`config.mk`:
```
export PLATFORM = sky130hd
export DESIGN_NAME = move_sequencer
export DESIGN_NICKNAME = d
export VERILOG_FILES = /design/src/rtl/chess_pkg.sv /design/src/rtl/cursor_ctrl.sv /design/src/rtl/move_sequencer.sv
export SDC_FILE = /design/constraint.sdc
export NUM_CORES = 2
export LEC_CHECK = 0
export ABC_CLOCK_PERIOD_IN_PS = 2500
export BUFFER_PORTS_ARGS = -buffer_cell sky130_fd_sc_hd__clkbuf_2
export CAP_MARGIN = 10
export CORE_AREA = 2 2 668 670
export DETAILED_ROUTE_END_ITERATION = 10
export DIE_AREA = 0 0 670 672
export PLACE_DENSITY = 0.3
export SLEW_MARGIN = 20
export SYNTH_ARGS = -nofsm -noshare
export SYNTH_HDL_FRONTEND = slang
export SYNTH_SLANG_ARGS = --single-unit
```
`constraint.sdc`:
```
create_clock -name clk -period 2.5 [get_ports clk]
set_input_delay 0.5 -clock clk [delete_from_list [all_inputs] [get_ports clk]]
set_output_delay 0.5 -clock clk [all_outputs]
set_load 0.01 [all_outputs]
```
`src/rtl/chess_pkg.sv`:
```
// Shared definitions for the move sequencer and the move verifier.
//   piece_e       : bitboard index of each piece type (black 0-5, white 6-11)
//   INIT_BOARDS   : standard starting position, board k in bits [64k+63:64k]
//   state_e       : cursor/selection state machine encoding
//   square_index  : (file, rank) -> bit index 8*rank + file
package chess_pkg;

    typedef enum logic [3:0] {
        BP   = 4'd0,
        BN   = 4'd1,
        BB   = 4'd2,
        BR   = 4'd3,
        BQ   = 4'd4,
        BK   = 4'd5,
        WP   = 4'd6,
        WN   = 4'd7,
        WB   = 4'd8,
        WR   = 4'd9,
        WQ   = 4'd10,
        WK   = 4'd11,
        NONE = 4'd13
    } piece_e;

    // Concatenated from board 11 (white king) down to board 0 (black pawns).
    localparam logic [767:0] INIT_BOARDS = {
        64'h0000_0000_0000_0010,   // WK e1
        64'h0000_0000_0000_0008,   // WQ d1
        64'h0000_0000_0000_0081,   // WR a1 h1
        64'h0000_0000_0000_0024,   // WB c1 f1
        64'h0000_0000_0000_0042,   // WN b1 g1
        64'h0000_0000_0000_FF00,   // WP rank 1
        64'h1000_0000_0000_0000,   // BK e8
        64'h0800_0000_0000_0000,   // BQ d8
        64'h8100_0000_0000_0000,   // BR a8 h8
        64'h2400_0000_0000_0000,   // BB c8 f8
        64'h4200_0000_0000_0000,   // BN b8 g8
        64'h00FF_0000_0000_0000    // BP rank 6
    };

    typedef enum logic [1:0] {
        PICK_SRC = 2'd0,
        PICK_DST = 2'd1,
        EVAL     = 2'd2,
        REJECT   = 2'd3
    } state_e;

    function automatic logic [5:0] square_index(input logic [2:0] file, input logic [2:0] rank);
        return {rank, file};
    endfunction

endpackage

```
`src/rtl/cursor_ctrl.sv`:
```
// Display cursor: saturating 3-bit file/rank counters.
//   clk, rst_n            : clock, async active-low reset (cursor -> (4,1))
//   enable                : direction buttons are honoured only when high
//   btn_up/down/left/right: single-cycle direction pulses
//   btn_select/btn_cancel : higher-priority pulses; suppress any move this cycle
//   cursor_file/rank      : current cursor position
module cursor_ctrl
    import chess_pkg::*;
(
    input  logic       clk,
    input  logic       rst_n,
    input  logic       enable,
    input  logic       btn_up,
    input  logic       btn_down,
    input  logic       btn_left,
    input  logic       btn_right,
    input  logic       btn_select,
    input  logic       btn_cancel,
    output logic [2:0] cursor_file,
    output logic [2:0] cursor_rank
);

    always_ff @(posedge clk or negedge rst_n) begin
        if (!rst_n) begin
            cursor_file <= 3'd4;
            cursor_rank <= 3'd1;
        end else if (enable && !btn_cancel && !btn_select) begin
            // One action per cycle: up > down > left > right.
            if (btn_up) begin
                if (cursor_rank != 3'd7) cursor_rank <= cursor_rank + 3'd1;
            end else if (btn_down) begin
                if (cursor_rank != 3'd0) cursor_rank <= cursor_rank - 3'd1;
            end else if (btn_left) begin
                if (cursor_file != 3'd0) cursor_file <= cursor_file - 3'd1;
            end else if (btn_right) begin
                if (cursor_file != 3'd7) cursor_file <= cursor_file + 3'd1;
            end
        end
    end

endmodule

```
`src/rtl/move_sequencer.sv`:
```
// Sequential front end of the move verifier: holds the committed game state
// and runs the cursor/selection state machine.
//   clk, rst_n                    : clock, async active-low reset
//   btn_*                         : debounced single-cycle button pulses
//   vfy_move_is_valid/new_boards/potential_ep : verifier results for the candidate
//   old_/new_file/rank            : candidate move presented to the verifier
//   is_white, piece_boards, en_passant_bitboard, half_moves : committed state
//   cursor_file/rank              : display cursor
//   src_selected, reject_flash    : UI indications
//
// state    | meaning
// PICK_SRC | cursor roams, select on an own piece latches the source
// PICK_DST | source held, select latches the destination
// EVAL     | one cycle; verifier result committed or rejected at its end
// REJECT   | reject_flash held for REJECT_CYCLES, then back to PICK_DST
module move_sequencer
    import chess_pkg::*;
#(
    parameter int REJECT_CYCLES = 25_000_000,
    parameter int CNT_W         = 25
) (
    input  logic         clk,
    input  logic         rst_n,
    input  logic         btn_up,
    input  logic         btn_down,
    input  logic         btn_left,
    input  logic         btn_right,
    input  logic         btn_select,
    input  logic         btn_cancel,
    input  logic         vfy_move_is_valid,
    input  logic [767:0] vfy_new_boards,
    input  logic [63:0]  vfy_potential_ep,
    output logic [2:0]   old_file,
    output logic [2:0]   old_rank,
    output logic [2:0]   new_file,
    output logic [2:0]   new_rank,
    output logic         is_white,
    output logic [767:0] piece_boards,
    output logic [63:0]  en_passant_bitboard,
    output logic [2:0]   cursor_file,
    output logic [2:0]   cursor_rank,
    output logic         src_selected,
    output logic         reject_flash,
    output logic [9:0]   half_moves
);

    localparam logic [CNT_W-1:0] REJECT_LAST = CNT_W'(REJECT_CYCLES - 1);

    state_e           state;
    logic [CNT_W-1:0] reject_cnt;
    logic [63:0]      occ_white;
    logic [63:0]      occ_black;
    logic             own_piece;
    logic             cursor_enable;

    always_comb begin
        occ_white = '0;
        occ_black = '0;
        for (int k = 0; k < 6; k++) begin
            occ_black = occ_black | piece_boards[64*(k + int'(BP)) +: 64];
            occ_white = occ_white | piece_boards[64*(k + int'(WP)) +: 64];
        end
    end

    assign own_piece = is_white ? occ_white[square_index(cursor_file, cursor_rank)]
                                : occ_black[square_index(cursor_file, cursor_rank)];

    assign cursor_enable = (state == PICK_SRC) || (state == PICK_DST);
    assign src_selected  = (state != PICK_SRC);

    cursor_ctrl u_cursor (
        .clk         (clk),
        .rst_n       (rst_n),
        .enable      (cursor_enable),
        .btn_up      (btn_up),
        .btn_down    (btn_down),
        .btn_left    (btn_left),
        .btn_right   (btn_right),
        .btn_select  (btn_select),
        .btn_cancel  (btn_cancel),
        .cursor_file (cursor_file),
        .cursor_rank (cursor_rank)
    );

    always_ff @(posedge clk or negedge rst_n) begin
        if (!rst_n) begin
            state               <= PICK_SRC;
            piece_boards        <= INIT_BOARDS;
            en_passant_bitboard <= '0;
            is_white            <= 1'b1;
            half_moves          <= '0;
            old_file            <= '0;
            old_rank            <= '0;
            new_file            <= '0;
            new_rank            <= '0;
            reject_flash        <= 1'b0;
            reject_cnt          <= '0;
        end else begin
            case (state)
                PICK_SRC: begin
                    if (!btn_cancel && btn_select && own_piece) begin
                        old_file <= cursor_file;
                        old_rank <= cursor_rank;
                        state    <= PICK_DST;
                    end
                end
                PICK_DST: begin
                    if (btn_cancel) begin
                        state <= PICK_SRC;
                    end else if (btn_select) begin
                        new_file <= cursor_file;
                        new_rank <= cursor_rank;
                        state    <= EVAL;
                    end
                end
                EVAL: begin
                    if (vfy_move_is_valid) begin
                        piece_boards        <= vfy_new_boards;
                        en_passant_bitboard <= vfy_potential_ep;
                        is_white            <= ~is_white;
                        if (half_moves != 10'h3FF) half_moves <= half_moves + 10'd1;
                        state               <= PICK_SRC;
                    end else begin
                        reject_cnt   <= '0;
                        reject_flash <= 1'b1;
                        state        <= REJECT;
                    end
                end
                REJECT: begin
                    // Count values 0..REJECT_CYCLES-1 give exactly REJECT_CYCLES flash cycles.
                    if (btn_cancel) begin
                        reject_flash <= 1'b0;
                        state        <= PICK_SRC;
                    end else if (reject_cnt == REJECT_LAST) begin
                        reject_flash <= 1'b0;
                        state        <= PICK_DST;
                    end else begin
                        reject_cnt <= reject_cnt + 1'b1;
                    end
                end
                default: state <= PICK_SRC;
            endcase
        end
    end

endmodule

```
# == Yosys cells after proc, flatten, opt, wreduce, memory -nomap -nowiden ==
# Cells that the tools add are included.
# word_totals
reg_bits,889
latchBits,0
ramBits,0
mem_bits_ro,0
inputBits,841
out_inout_bits,863
n_memories,0
# op_classes
n_addsub,6
multipliers,0
n_div,0
order_cmp,1
eq_ne,15
shift,0
muxes,28
n_bitwise,14
reduce_logical,25
# op_table
cell,count
64-bit bitwise OR,10
25-bit two-way mux,3
25-bit case mux with 2 select lines,1
25-bit by 1-bit adder with 25-bit output (second input constant),1
25-bit == test (second input constant),1
3-bit two-way mux,8
1-bit binary-select mux with 6-bit select,2
2-bit two-way mux,6
3-bit inequality test (second input constant),4
3-bit AND reduction,4
2-bit nonzero test,6
10-bit by 1-bit adder with 10-bit output (second input constant),1
10-bit inequality test (second input constant),1
2-bit case mux with 4 select lines,1
4-bit AND reduction,2
6-bit by 7-bit < comparator with 1-bit output (second input constant),1
3-bit by 1-bit adder with 3-bit output (second input constant),2
1-bit two-way mux,6
2-bit by 1-bit inequality test with 1-bit output (second input constant),3
2-bit inequality test (second input constant),3
6-bit AND reduction,1
3-bit nonzero test,2
3-bit by 1-bit subtractor with 3-bit output (second input constant),2
2-bit == test (second input constant),2
other kinds (8),16

# == Depth between registers and ports, before layout ==
# depth
ltp_word,11
depth_mapped,12
ltp_nobuf,9

# == Hierarchy ==
# Synthesis repeated with hierarchy kept, for this count alone.
# hier_totals
cells_unflattened,2427
area_unflattened_um2,35885.7
# modules_own_cells
mod,n_inst,cells_each,area_per_inst_um2,seq_area_each_um2
move_sequencer,1,2395,35519.1,22137.5
cursor_ctrl,1,32,366.6,152.6

# == Least setup slack after synthesis ==
# OpenSTA, ideal clock, no wires.
# synth_timing
path_type,reg-to-reg
startpoint,register piece_boards[563]
endpoint,register old_file[0]
setup_time_ns,0.125
arrival_time_ns,2.547
slack_ns,-0.173
path_stages_with_launch,10
n_path_buf,1
period_less_slack_ns,2.673
path_cell_list,dfrtp_1 -> or4_4 -> o41ai_2 -> a21oi_1 -> or4_1 -> o2111ai_1 -> a221o_1 -> a32o_2 -> buf_6 -> mux2_4
# synth_between
elab_chain_len,9
# synth_rtl
item,line_no,rtl
from (decl),move_sequencer.sv:38,"output logic [767:0] piece_boards,"
from (signal assigned),move_sequencer.sv:118,piece_boards <= vfy_new_boards;
64-bit bitwise OR (4 in a row),move_sequencer.sv:61,occ_white = occ_white | piece_boards[64*(k + int'(WP)) +: 64];
1-bit binary-select mux with 6-bit select,move_sequencer.sv:65,"assign own_piece = is_white ? occ_white[square_index(cursor_file, cursor_rank)]"
1-bit two-way mux (not written as such),move_sequencer.sv:65,
1-bit two-way mux,move_sequencer.sv:65,
1-bit logical AND,move_sequencer.sv:101,if (!btn_cancel && btn_select && own_piece) begin
2-bit AND reduction (no source line),-,
to (signal assigned),move_sequencer.sv:102,old_file <= cursor_file;
to (decl),move_sequencer.sv:33,"output logic [2:0] old_file,"
# Every way passes these cells. The select of a mux whose other input is x is not followed.
# A chain may end at the register's enable or synchronous reset.

# == Worst setup path after layout ==
# layout_timing
startpoint,register u_cursor.cursor_file[0]
endpoint,register old_rank[1]
# layout_between
elab_chain_len,5
elab_cells_between_ends,7
classes_between,5 x mux; 2 x reduce/logical
# layout_rtl
item,line_no,rtl
from (decl),cursor_ctrl.sv:19,"output logic [2:0] cursor_file,"
from (signal assigned),cursor_ctrl.sv:34,if (cursor_file != 3'd0) cursor_file <= cursor_file - 3'd1;
from (signal assigned),cursor_ctrl.sv:36,if (cursor_file != 3'd7) cursor_file <= cursor_file + 3'd1;
"1-bit binary-select mux with 6-bit select, on equally long branches","move_sequencer.sv:66, move_sequencer.sv:65",
"1-bit two-way mux, on equally long branches","move_sequencer.sv:66, move_sequencer.sv:65",
1-bit two-way mux (*),move_sequencer.sv:65,
1-bit logical AND (*),move_sequencer.sv:101,
2-bit AND reduction (no source line) (*),-,
to (signal assigned),move_sequencer.sv:103,old_rank <= cursor_rank;
to (decl),move_sequencer.sv:34,"output logic [2:0] old_rank,"
# Every way passes the cells marked *; elsewhere a longest branch is shown, timed or not. The select of a mux whose other input is x is not followed.

==> flow_summary.json <==
{
  "drt-vias-per-instance": 3.19,
  "globalRouteOverflowTotal": 0,
  "rsz0062_at_grt": "yes",
  "vias": 38368,
  "status": "finished, violations left",
  "swShare_pct": 42.4,
  "drtIter0Drc": 1962,
  "dp_cells": 10781,
  "crit_required_ns": 3.20,
  "cts.path.max_buffers": 4,
  "ys_seq_area_share_pct": 62.2,
  "area_delta_synth_final_pct": 103,
  "fmax_ghz": 0.316,
  "power_density_nw_per_um2": 1310,
  "synthCells": 2421,
  "drc": 0,
  "syn_area_per_cell_um2": 14.8,
  "skew_ns": 0.0511,
  "antenna_found_initial": 486,
  "wl_per_cell_um": 33.5,
  "power_frac_comb_pct": 49.3,
  "initial_utilization_pct": 8.08,
  "violations": "negative setup slack",
  "max-vdd-ir-drop_v": 0.000729,
  "path_max_fanout": 7,
  "finalMaxSlewViolations": 0,
  "ant_nets": 0,
  "async_reset_ff_share_pct": 100,
  "layout_setup_ws_ns": -0.667,
  "period_needed_ns": 3.17,
  "min_path_type": "in2reg",
  "dp_slack_ns": -1.31,
  "synth_edf_count": 0,
  "critPathKind": "reg2reg",
  "dr.pass1.iters": 5,
  "cts_sinks": 889,
  "cts-root-buf": "clkbuf_16",
  "nNetsFinal": 6689,
  "cts_tree": "done",
  "grt_max_degree": 76,
  "die_y_um": 672,
  "dieWidth_um": 670,
  "max_cap_violations": 0,
  "hold_path.startpoint": "vfy_move_is_valid",
  "finalCritPeriodShare_pct": 127,
  "cp-start-kind": "register",
  "post-route-util_pct": 16.4,
  "hold_ws_ns": 0.149,
  "n_fill_cell": 49898,
  "syn-cell-area_um2": 35800,
  "synth_flop_cell": "dfrtp_1",
  "regToRegStartpoint": "u_cursor.cursor_file[0]$_DFFE_PN0P_",
  "ys_ff_latch": 889,
  "h-tree-depth": 4,
  "netSwitchingPower_w": 0.0404,
  "dp_hpwl_mm": 358,
  "yosysWarnings": 0,
  "crit_start": "u_cursor.cursor_file[0]$_DFFE_PN0P_",
  "cellLeakagePower_nw": 33.4,
  "synth_nets": 3266,
  "crit_arrival_ns": 3.87,
  "io-pin-count": 1704,
  "hold_viol": 0,
  "clockPowerShare_pct": 21.4,
  "die-area_um2": 450000,
  "cp-end-kind": "register",
  "rows": 245,
  "clk_pin_slew_worst_paths_ns": 0.06,
  "setup_violations": 9,
  "drive_gt1_share_pct": 62.9,
  "track_usage_pct": 17.3,
  "instances_no_fill": 12021,
  "grt_pass1_vias": 40203,
  "max_slew_margin_pct": 36.7,
  "power.total_w": 0.0953,
  "wl_mm": 403,
  "port_buffers": 1703,
  "place.gp.congestion": 0.939,
  "synth_cell_type_count": 60,
  "grt_pass1_wl_mm": 498,
  "core_area_um2": 444000,
  "p_int_w": 0.0549,
  "worst_pin_slew_ns": 0.946,
  "cts_buffers": 139,
  "clk_latency_ns": 0.87,
  "seq_power_share_pct": 29.3
}
per-stage QoR:
step | TNS [ns] | instance area (um^2)
3_5_place_dp | -8.91 | 58600
3_3_place_gp | -8.74 | 58600
4_1_cts | -4.90 | 72000
6_report | -4.57 | 72700
5_1_grt | -5.22 | 72500
2_1_floorplan | -0.937 | 35800
timing repair:
| item | in CTS | in global routing |
|---|---|---|
| buffers inserted | 10 | 7 |
| hold buffers | 834 | 0 |
| endpoints found under the setup margin | 14 | 17 |
| cloned | 0 | 2 |
| endpoints found under the hold margin | 849 | 0 |
| pin swaps | 7 | 13 |
| gates resized for setup | 77 | 46 |
power groups by stage:
stage,Combinational [W],Clock [W],Sequential [W]
2_1_floorplan,0.00983,0,0.0293
3_3_place_gp,0.0452,0,0.0280
3_5_place_dp,0.0451,0,0.0281
4_1_cts,0.0480,0.0213,0.0280
5_1_grt,0.0496,0.0217,0.0287
6_report,0.0470,0.0204,0.0279
cells in the mapped netlist (3+ instances only):
| cell | n | area [um^2] |
|---|---|---|
| a2111oi_0 | 6 | 52.6 |
| a211oi_1 | 4 | 30.0 |
| a21oi_1 | 15 | 75.1 |
| a311oi_1 | 9 | 78.8 |
| a31oi_1 | 41 | 257 |
| and3_1 | 8 | 50.1 |
| and4_1 | 3 | 26.3 |
| buf_1 | 9 | 33.8 |
| buf_2 | 14 | 70.1 |
| clkbuf_1 | 97 | 364 |
| dfrtp_1 | 854 | 21400 |
| dfstp_2 | 35 | 920 |
| inv_1 | 7 | 26.3 |
| mux2_2 | 841 | 9470 |
| mux2_4 | 6 | 90.1 |
| nand2_1 | 37 | 139 |
| nand3_1 | 24 | 120 |
| nand4_1 | 7 | 43.8 |
| nor2_1 | 99 | 372 |
| nor3_1 | 22 | 110 |
| nor4_1 | 103 | 644 |
| o2111ai_1 | 3 | 26.3 |
| o21ai_0 | 6 | 30.0 |
| o41ai_1 | 31 | 272 |
| or3_1 | 3 | 18.8 |
| or4_1 | 56 | 420 |
| xnor2_1 | 11 | 96.3 |
| xor2_1 | 27 | 236 |
final timing paths:
path | endpoint | slack, ns | depth (start not counted)
max in group asynchronous | piece_boards[495]$_DFFE_PN0P_ | 1.18 | 4
min in group asynchronous | piece_boards[306]$_DFFE_PN0P_ | 0.17 | 2
hold / removal | reject_cnt[24]$_DFFE_PN0P_ | 0.15 | 4
hold reg to reg | en_passant_bitboard[5]$_DFFE_PN0P_ | 0.50 | 1
setup reg to reg | old_rank[1]$_DFFE_PN0P_ | -0.67 | 11
setup / recovery | old_rank[1]$_DFFE_PN0P_ | -0.67 | 11
area by class of cell:
cell class / count / area, um^2 / area share (%)
inverter: 9 / 33.8 / 0.0464
sequential: 889 / 22300 / 30.7
antenna: 145 / 363 / 0.499
clock inverter: 47 / 581 / 0.798
timing repair buffer: 3405 / 24500 / 33.6
tap: 5928 / 7420 / 10.2
multi-input combinational: 1400 / 13600 / 18.8
clock buffer: 198 / 3920 / 5.39
layout by cell type, fill, tap and decap left out, types with 34 or more instances in the layout:
cell type      netlist  final
clkbuf_2             0   1698
dfrtp_1            854    850
mux2_2             841    841
dlygate4sd3_1        0    834
buf_4                1    782
clkbuf_16            0    146
diode_2              0    145
nor2_1              99     99
nor4_1             103     88
buf_12               0     71
or4_1               56     47
clkbuf_1            97     40
nand2_1             37     35
dfstp_2             35     34
cells by family after synthesis:
family / count (synthesis) / synth area share (%)
adder cells (fa/ha/maj): 4 / 0.182
buffers and inverters: 132 / 1.48
AO/OA/AOI/OAI: 135 / 2.79
XOR/XNOR: 38 / 0.929
AND/OR/NAND/NOR: 376 / 5.72
flip-flops: 889 / 62.2
multiplexers: 847 / 26.7
layer usage:
metal	track usage [%]	wire length [um]	up-vias
met5	0	1800	-
met4	3.95	12000	274
met3	6.32	34500	839
met2	29.1	190000	1777
met1	20.9	165000	19411
li1	-	-	16067
registers in the layout (all words and copies together) (netlist names):
name,cells
half_moves,10
new_file,3
old_rank,3
new_rank,3
u_cursor.cursor_rank,3
reject_cnt,25
state,2
reject_flash,1
piece_boards,768
is_white,1
old_file,3
en_passant_bitboard,64
u_cursor.cursor_file,3
worst max-delay path, cell delays in order (launching register included):
cell and delay (ns):
dfrtp_4 0.52, buf_4 0.17, buf_12 0.14, buf_12 0.14
or4_4 0.54, a31oi_4 0.19, o21ai_0 0.09, a221o_1 0.37
buf_12 0.15, a32o_2 0.28, buf_12 0.14, mux2_4 0.29
(Power assumes the default switching activity.)
